--- config.mk ---
export PLATFORM = sky130hd
export DESIGN_NAME = switch_event_scheduler
export DESIGN_NICKNAME = d
export VERILOG_FILES = /design/src/rtl/switch_event_scheduler_pkg.sv /design/src/rtl/switch_event_scheduler_priority_pick.sv /design/src/rtl/switch_event_scheduler.sv
export SDC_FILE = /design/constraint.sdc
export NUM_CORES = 1
export LEC_CHECK = 0
export CORE_UTILIZATION = 59
export DETAILED_ROUTE_END_ITERATION = 12
export PLACE_DENSITY = 0.91
export SLEW_MARGIN = 40
export SYNTH_ARGS = -nofsm -noshare
export SYNTH_HDL_FRONTEND = slang
export SYNTH_SLANG_ARGS = --single-unit
--- constraint.sdc ---
create_clock -name i_Clk -period 2.8 [get_ports i_Clk]
set_input_delay 0.56 -clock i_Clk [delete_from_list [all_inputs] [get_ports i_Clk]]
set_output_delay 0.56 -clock i_Clk [all_outputs]
set_load 0.01 [all_outputs]
--- src/rtl/switch_event_scheduler_pkg.sv ---
// Shared definitions for the switch event scheduler: FSM encoding, index width
// and a counter-width helper.
package switch_event_scheduler_pkg;

    localparam logic [1:0] ST_IDLE  = 2'd0;
    localparam logic [1:0] ST_FLASH = 2'd1;
    localparam logic [1:0] ST_GAP   = 2'd2;

    localparam int IDX_W = 3;

    // Width of a counter that runs 0..limit-1 and is cleared on its terminal value.
    function automatic int cnt_width(input int limit);
        return (limit <= 2) ? 1 : $clog2(limit);
    endfunction

endpackage

--- src/rtl/switch_event_scheduler_priority_pick.sv ---
// Combinational fixed-priority picker: lowest set request bit wins.
// Produces a one-hot grant, its binary index and an any-request flag.
module priority_pick #(
    parameter int N     = 4,
    parameter int IDX_W = 3
) (
    input  logic [N-1:0]     req,
    output logic [N-1:0]     grant,
    output logic [IDX_W-1:0] idx,
    output logic             any_req
);

    always_comb begin
        grant   = '0;
        idx     = '0;
        any_req = |req;
        // Scan from the top so the lowest set index is the last one written.
        for (int i = N - 1; i >= 0; i--) begin
            if (req[i]) begin
                grant    = '0;
                grant[i] = 1'b1;
                idx      = IDX_W'(i);
            end
        end
    end

endmodule

--- src/rtl/switch_event_scheduler.sv ---
// Arbitrated release-event server: blinks the LED of one served switch at a
// time, then latches its toggled state, with an idle gap between services.
module switch_event_scheduler
    import switch_event_scheduler_pkg::*;
#(
    parameter int NUM_SW         = 4,
    parameter int TICKS_PER_HALF = 1250000,
    parameter int BLINK_COUNT    = 3,
    parameter int GAP_TICKS      = 250000
) (
    input  logic              i_Clk,
    input  logic              i_Rst,
    input  logic [NUM_SW-1:0] i_Switch,
    output logic [NUM_SW-1:0] o_LED,
    output logic              o_Busy,
    output logic [IDX_W-1:0]  o_Active_Idx,
    output logic [NUM_SW-1:0] o_Pending
);

    localparam int TICK_W = cnt_width(TICKS_PER_HALF);
    localparam int HALF_W = cnt_width(2 * BLINK_COUNT);
    localparam int GAP_W  = cnt_width(GAP_TICKS);

    localparam logic [TICK_W-1:0] TICK_LAST = TICK_W'(TICKS_PER_HALF - 1);
    localparam logic [HALF_W-1:0] HALF_LAST = HALF_W'(2 * BLINK_COUNT - 1);
    localparam logic [GAP_W-1:0]  GAP_LAST  = GAP_W'(GAP_TICKS - 1);

    logic [NUM_SW-1:0] switch_q, switch_d;
    logic [NUM_SW-1:0] pend_q, pend_d;
    logic [NUM_SW-1:0] toggle_q, toggle_d;
    logic [NUM_SW-1:0] led_q, led_d;
    logic [1:0]        state_q, state_d;
    logic [IDX_W-1:0]  active_q, active_d;
    logic              phase_q, phase_d;
    logic              busy_q, busy_d;
    logic [TICK_W-1:0] tick_q, tick_d;
    logic [HALF_W-1:0] half_q, half_d;
    logic [GAP_W-1:0]  gap_q, gap_d;

    logic [NUM_SW-1:0] release_evt;
    logic [NUM_SW-1:0] clr_mask;
    logic [NUM_SW-1:0] pick_grant;
    logic [IDX_W-1:0]  pick_idx;
    logic              pick_any;

    priority_pick #(
        .N     (NUM_SW),
        .IDX_W (IDX_W)
    ) u_pick (
        .req     (pend_q),
        .grant   (pick_grant),
        .idx     (pick_idx),
        .any_req (pick_any)
    );

    assign release_evt = ~i_Switch & switch_q;

    always_comb begin
        switch_d = i_Switch;
        state_d  = state_q;
        active_d = active_q;
        phase_d  = phase_q;
        tick_d   = tick_q;
        half_d   = half_q;
        gap_d    = gap_q;
        toggle_d = toggle_q;
        clr_mask = '0;

        case (state_q)
            ST_IDLE: begin
                if (pick_any) begin
                    active_d = pick_idx;
                    clr_mask = pick_grant;
                    phase_d  = 1'b1;
                    tick_d   = '0;
                    half_d   = '0;
                    gap_d    = '0;
                    state_d  = ST_FLASH;
                end
            end
            ST_FLASH: begin
                if (tick_q == TICK_LAST) begin
                    tick_d  = '0;
                    phase_d = ~phase_q;
                    if (half_q == HALF_LAST) begin
                        half_d  = '0;
                        gap_d   = '0;
                        state_d = ST_GAP;
                        for (int i = 0; i < NUM_SW; i++) begin
                            if (active_q == IDX_W'(i)) toggle_d[i] = ~toggle_q[i];
                        end
                    end else begin
                        half_d = half_q + 1'b1;
                    end
                end else begin
                    tick_d = tick_q + 1'b1;
                end
            end
            ST_GAP: begin
                if (gap_q == GAP_LAST) begin
                    gap_d   = '0;
                    state_d = ST_IDLE;
                end else begin
                    gap_d = gap_q + 1'b1;
                end
            end
            default: state_d = ST_IDLE;
        endcase

        // A release on the grant edge re-queues the same index: set wins over clear.
        pend_d = (pend_q & ~clr_mask) | release_evt;

        busy_d = (state_d != ST_IDLE);
        for (int i = 0; i < NUM_SW; i++) begin
            led_d[i] = (state_d == ST_FLASH && active_d == IDX_W'(i)) ? phase_d : toggle_d[i];
        end
    end

    always_ff @(posedge i_Clk or posedge i_Rst) begin
        if (i_Rst) begin
            switch_q <= '0;
            pend_q   <= '0;
            toggle_q <= '0;
            led_q    <= '0;
            state_q  <= ST_IDLE;
            active_q <= '0;
            phase_q  <= 1'b0;
            busy_q   <= 1'b0;
            tick_q   <= '0;
            half_q   <= '0;
            gap_q    <= '0;
        end else begin
            switch_q <= switch_d;
            pend_q   <= pend_d;
            toggle_q <= toggle_d;
            led_q    <= led_d;
            state_q  <= state_d;
            active_q <= active_d;
            phase_q  <= phase_d;
            busy_q   <= busy_d;
            tick_q   <= tick_d;
            half_q   <= half_d;
            gap_q    <= gap_d;
        end
    end

    assign o_LED        = led_q;
    assign o_Busy       = busy_q;
    assign o_Active_Idx = active_q;
    assign o_Pending    = pend_q;

endmodule
== After elaboration in Yosys (flattened, before gate mapping) ==
Index checks and enable logic that the tools add are counted.

* Word-level logic and storage cells: 96
* Output and inout port bits: 12
* Flip-flop bits (word level): 65

* $add $sub $neg: 3
* Equality and inequality tests: 15
* Reductions and logical operators: 14
* Bitwise logic cells: 10
* Muxes and demuxes: 43

{| class="wikitable"
|+ Operators by type and width
! cell !! number
|-
| $mux 18 || 4
|-
| $pmux 18 s3 || 1
|-
| $mux 21 || 2
|-
| $pmux 21 s2 || 1
|-
| $mux 4 || 9
|-
| $add 21x1->21 const B || 1
|-
| $eq 21x21->1 const B || 1
|-
| $add 18x1->18 const B || 1
|-
| $eq 18x18->1 const B || 1
|-
| $mux 2 || 8
|-
| $mux 3 || 5
|-
| $eq 3x2->1 const B || 4
|-
| $mux 1 || 10
|-
| $and 4x4->4 || 2
|-
| $not 4->4 || 2
|-
| $eq 3x1->1 const B || 2
|-
| $logic_not 3->1 || 2
|-
| $ne 2x2->1 const B || 3
|-
| $pmux 2 s3 || 1
|-
| $pmux 3 s2 || 1
|-
| $not 1->1 || 5
|-
| $eq 2x1->1 const B || 2
|-
| $logic_and 1x1->1 || 4
|-
| $or 4x4->4 || 1
|-
| 11 further kinds || 12
|}

== Depth between registers and ports, before layout ==
* Depth in word-level cells: 9
* Depth in mapped cells: 9

== By module ==
A second synthesis with hierarchy kept.

* Cells, all modules: 344
* Area total of the unflattened synthesis: 3,329.4 um^2

{| class="wikitable"
|+ By module, submodules not included
! module !! seq. area each (um^2) !! instances !! area an instance (um^2) !! cells each
|-
| switch_event_scheduler || 1,626.6 || 1 || 3,259.4 || 332
|-
| priority_pick || 0.0 || 1 || 70.1 || 12
|}

== Worst setup path after synthesis ==
OpenSTA, ideal clock, no wires.

* Path type: reg2reg
* Start: register tick_q[10]
* End: register busy_q, in the netlist o_Busy
* Path slack: 0.483 ns
* Library setup time: 0.124 ns
* Cell stages (with the launch flop): 7
* Arrival time: 2.193 ns
* Clock period less this slack: 2.317 ns
* Path through: dfrtp_1 > or4_1 > or4_1 > buf_6 > or3_4 > and2_4 > or2_1

* Word-level cells in the longest chain between the ends: 4

{| class="wikitable"
|+ Ends and longest elaborated chain
! element !! RTL line !! source
|-
| from (decl) || switch_event_scheduler.sv:36 || <nowiki>logic [TICK_W-1:0] tick_q, tick_d;</nowiki>
|-
| from (signal assigned) || switch_event_scheduler.sv:141 || <nowiki>tick_q <= tick_d;</nowiki>
|-
| $eq 21x21->1 || switch_event_scheduler.sv:82 || <nowiki>if (tick_q == TICK_LAST) begin</nowiki>
|-
| $mux 2 || switch_event_scheduler.sv:82 ||
|-
| $pmux 2 s3 || switch_event_scheduler.sv:69 || <nowiki>case (state_q)</nowiki>
|-
| named net state_d[0] || switch_event_scheduler.sv:32 || <nowiki>logic [1:0] state_q, state_d;</nowiki>
|-
| $reduce_bool 2->1 || switch_event_scheduler.sv:113 || <nowiki>busy_d = (state_d != ST_IDLE);</nowiki>
|-
| named net busy_d || switch_event_scheduler.sv:35 || <nowiki>logic busy_q, busy_d;</nowiki>
|-
| to (signal assigned) || switch_event_scheduler.sv:140 || <nowiki>busy_q <= busy_d;</nowiki>
|-
| to (decl) || switch_event_scheduler.sv:35 ||
|}

The timed path passes the listed nets, and every way through them passes these cells.
A chain may end at the register's enable or synchronous reset.

== Final worst setup path ==
Ends and elaborated chain as after synthesis.

==> impl_metrics.tcl <==
set metrics [dict create \
    clock_tree.buffer_depth 2 \
    seq_power_share_pct 56.0 \
    power_switching_share_pct 21.8 \
    synthesis.nets 351 \
    antenna_cells_inserted 0 \
    port_buffers 17 \
    clockPowerShare_pct 42.3 \
    gr-total-overflow 0 \
    initial_utilization_pct 62.7 \
    min_path_type "register to register" \
    layout_setup_ws_ps 248 \
    share_of_power_burned_in_combinational_logic_pct 1.8 \
    p_sw_mw 0.368 \
    cts_root_buffer "clkbuf_8" \
    synthFlopType "dfrtp_1" \
    cts_tree "built" \
    max_freq_mhz 392 \
    yosys.area_share.xor_xnor_pct 5.90 \
    pre_cts_slack_ps 305 \
    syn_inst 343 \
    synth-simple-area-share_pct 23.9 \
    area_delta_synth_final_pct 14.1 \
    crit_required_ps 3030 \
    post_synth_num_cell_types 47 \
    yosysWarnings 0 \
    number_of_flops_mapped_to_enable_cells_by_yosys 0 \
    yosys-mux-area-fraction_pct 2.18 \
    status "completed" \
    finalSetupTns_ps 0 \
    setup_viol 0 \
    slew-limit-headroom_pct 58.0 \
    power_density_nw_per_um2 452 \
    cts-buffers-inserted 9 \
    route.antenna.remaining_nets 0 \
    totalWireLength_um 7190 \
    row_count 26 \
    synth.avg_cell_area_sq_um 9.52 \
    final_cycle_utilization_of_the_critical_path_pct 91.1 \
    wire_per_inst_um 16.2 \
    drt-vias-per-instance 6.12 \
    fin_skew_ps 10.2 \
    max_cap_viol_count 0 \
    htree_levels 3 \
    ys_ff_latch 65 \
    gp_congestion 0.802 \
    dp_hpwl_um 4890 \
    timing_hold_violations_final 0 \
    ir_drop_mv 0.328 \
    largest_family_of_logic_cells_by_synthesized_area "simple AND/OR/NAND/NOR gates" \
    crit_path_max_fanout 9 \
    report.power.total_mw 1.68 \
    drcViolationCount 0 \
    die_width_um 76.4 \
    timing_max_transition_violations_final 0 \
    clkLatencyLatePin_ps 350 \
    num_io_pins 18 \
    drt_first_iter_violations 196 \
    ctsHoldBuffers 0 \
    worst_setup_path_end_kind "register" \
    layout_min_cycle_time_ps 2550 \
    cts.clk_slew.worst_paths_ps 60 \
    tightest_slew_ps 621 \
    grt_setup_unrepaired "false" \
    arrival_time_worst_endpoint_ps 2780 \
    floorplan.core_area_sq_um 5200 \
    fillers 364 \
    synth_adder_area_share_pct 0.767 \
    drtPass1Iterations 5 \
    synth.yosys.seq_area_share_pct 49.8 \
    final_core_utilization_pct 71.5 \
    power.leakage_nw 1.62 \
    largest_net_degree_at_the_start_of_global_routing 43 \
    number_of_vias_in_the_routed_layout 2724 \
    wire_length_of_the_first_global_routing_pass_um 12200 \
    nNetsFinal 378 \
    startpoint_type "register" \
    synth-async-reset-ratio_pct 100 \
    synth_compound_area_share_pct 13.1 \
    grt_antenna_before_repair 0 \
    clock-sinks 65 \
    post_route_cells_drive_above_1_share_pct 8.27 \
    fp.dieH_um 76.4 \
    timing_worst_setup_path_type "register to register" \
    postCtsResizedCells 0 \
    cellInternalPower_mw 1.32 \
    placedInstanceArea_sq_um 3550 \
    finalInstanceArea_sq_um 3720 \
    die-area_sq_um 5830 \
    grt.total_usage_pct 26.9 \
    grt_pass1_vias 2685 \
    post_cts_buffers 0 \
    syn_area_sq_um 3260 \
]
[cell families after synthesis]
kind of cell / Yosys count
adder cells (fa/ha/maj): 2
flip-flops: 65
XOR/XNOR: 22
AND/OR/NAND/NOR: 142
AO/OA/AOI/OAI: 70
buffers and inverters: 35
multiplexers: 7
[critical path, stage by stage (launching register included)]
cell and delay [ps]:
dfrtp_1 460, or4_1 510, or4_1 610, or3_4 470, and2_4 170, or2_1 210
[placed cells by master (no fill, tap or decap), types with 2 or more instances in the layout]
| cell | synthesis | layout |
|---|---|---|
| o31ai_1 | 2 | 2 |
| a22o_1 | 5 | 5 |
| and2_1 | 2 | 2 |
| or3_1 | 14 | 14 |
| or2_2 | 2 | 2 |
| xnor2_1 | 9 | 9 |
| nor3_1 | 6 | 6 |
| clkinv_2 | 0 | 3 |
| buf_4 | 0 | 7 |
| ha_1 | 2 | 2 |
| nor4_1 | 5 | 5 |
| a21oi_1 | 20 | 20 |
| xor2_1 | 13 | 13 |
| and3_1 | 5 | 5 |
| clkbuf_1 | 5 | 2 |
| and4_1 | 3 | 3 |
| inv_1 | 26 | 25 |
| o21a_1 | 2 | 2 |
| nand2b_1 | 3 | 3 |
| a211oi_1 | 2 | 2 |
| clkdlybuf4s50_1 | 0 | 17 |
| nor4bb_1 | 2 | 2 |
| nor2_1 | 25 | 25 |
| nand3_1 | 16 | 16 |
| nand4_1 | 17 | 17 |
| dfrtp_1 | 65 | 65 |
| nand4b_1 | 2 | 2 |
| o41ai_1 | 2 | 2 |
| nor4b_1 | 4 | 4 |
| clkbuf_8 | 0 | 11 |
| nand2_1 | 26 | 26 |
| or4_1 | 3 | 3 |
| o21ai_0 | 30 | 30 |
| mux2i_1 | 6 | 6 |
[final timing paths]
| check | cells after the start | startpoint | slack [ps] | end |
|---|---|---|---|---|
| setup / recovery | 5 | tick_q[10] | 250 | o_Busy |
| hold / removal | 1 | half_q[2] | 500 | half_q[2] |
| setup reg to reg | 5 | tick_q[10] | 250 | o_Busy |
| hold reg to reg | 1 | half_q[2] | 500 | half_q[2] |
| max in group asynchronous | 3 | i_Rst | 1620 | tick_q[12] |
| min in group asynchronous | 2 | i_Rst | 570 | o_Active_Idx[0] |
[stage by stage]
step,std cells,hold slack (ps)
floorplan,343,457
global placement,429,484
detailed placement,429,489
CTS,445,505
global route,445,523
finish,445,499
[per-layer routing]
layer	GRT usage (%)	wire length, um	share of wire [%]	vias to the layer above
met3	7.31	416	5.8	15
met1	32.5	3040	42	1333
met2	45.7	3620	50	97
met5	0	0	0	-
met4	11.0	121	1.7	0
li1	-	-	-	1279
[Yosys cell counts, types with 2 or more instances]
cell	instances	share of area, %
a211oi_1	2	0.46
a21oi_1	20	3.1
a22o_1	5	1.3
and2_1	2	0.38
and3_1	5	0.96
and4_1	3	0.81
buf_2	3	0.46
clkbuf_1	5	0.57
dfrtp_1	65	50
ha_1	2	0.77
inv_1	26	3.0
mux2i_1	6	1.8
nand2_1	26	3.0
nand2b_1	3	0.57
nand3_1	16	2.5
nand4_1	17	3.3
nand4b_1	2	0.54
nor2_1	25	2.9
nor3_1	6	0.92
nor4_1	5	0.96
nor4b_1	4	1.1
nor4bb_1	2	0.61
o21a_1	2	0.46
o21ai_0	30	4.6
o31ai_1	2	0.46
o41ai_1	2	0.54
or2_2	2	0.38
or3_1	14	2.7
or4_1	3	0.69
xnor2_1	9	2.4
xor2_1	13	3.5
[layout make-up]
| type | count | area (sq um) | area share (%) |
|---|---|---|---|
| flip-flops and latches | 65 | 1630 | 43.7 |
| multi-input cells | 243 | 1500 | 40.2 |
| repair buffers | 25 | 243 | 6.52 |
| clock buffers | 13 | 159 | 4.27 |
| inverters | 26 | 97.6 | 2.62 |
| well taps | 70 | 87.6 | 2.35 |
| clock inverters | 3 | 15.0 | 0.403 |
[registers in the layout (all words and copies together) (netlist names)]
register / count
o_LED: 4
o_Pending: 4
switch_q: 4
tick_q: 21
state_q: 2
half_q: 3
o_Busy: 1
gap_q: 18
phase_q: 1
o_Active_Idx: 3
toggle_q: 4
[power groups by stage]
stage / clock, mW / combinational [mW] / sequential [mW]
6_report: 0.712 / 0.0297 / 0.943
5_1_grt: 0.759 / 0.0347 / 0.942
4_1_cts: 0.725 / 0.0312 / 0.943
3_5_place_dp: 0 / 0.0310 / 0.960
3_3_place_gp: 0 / 0.0300 / 0.960
2_1_floorplan: 0 / 0.0145 / 0.960
Power figures use the tool's default switching activity.
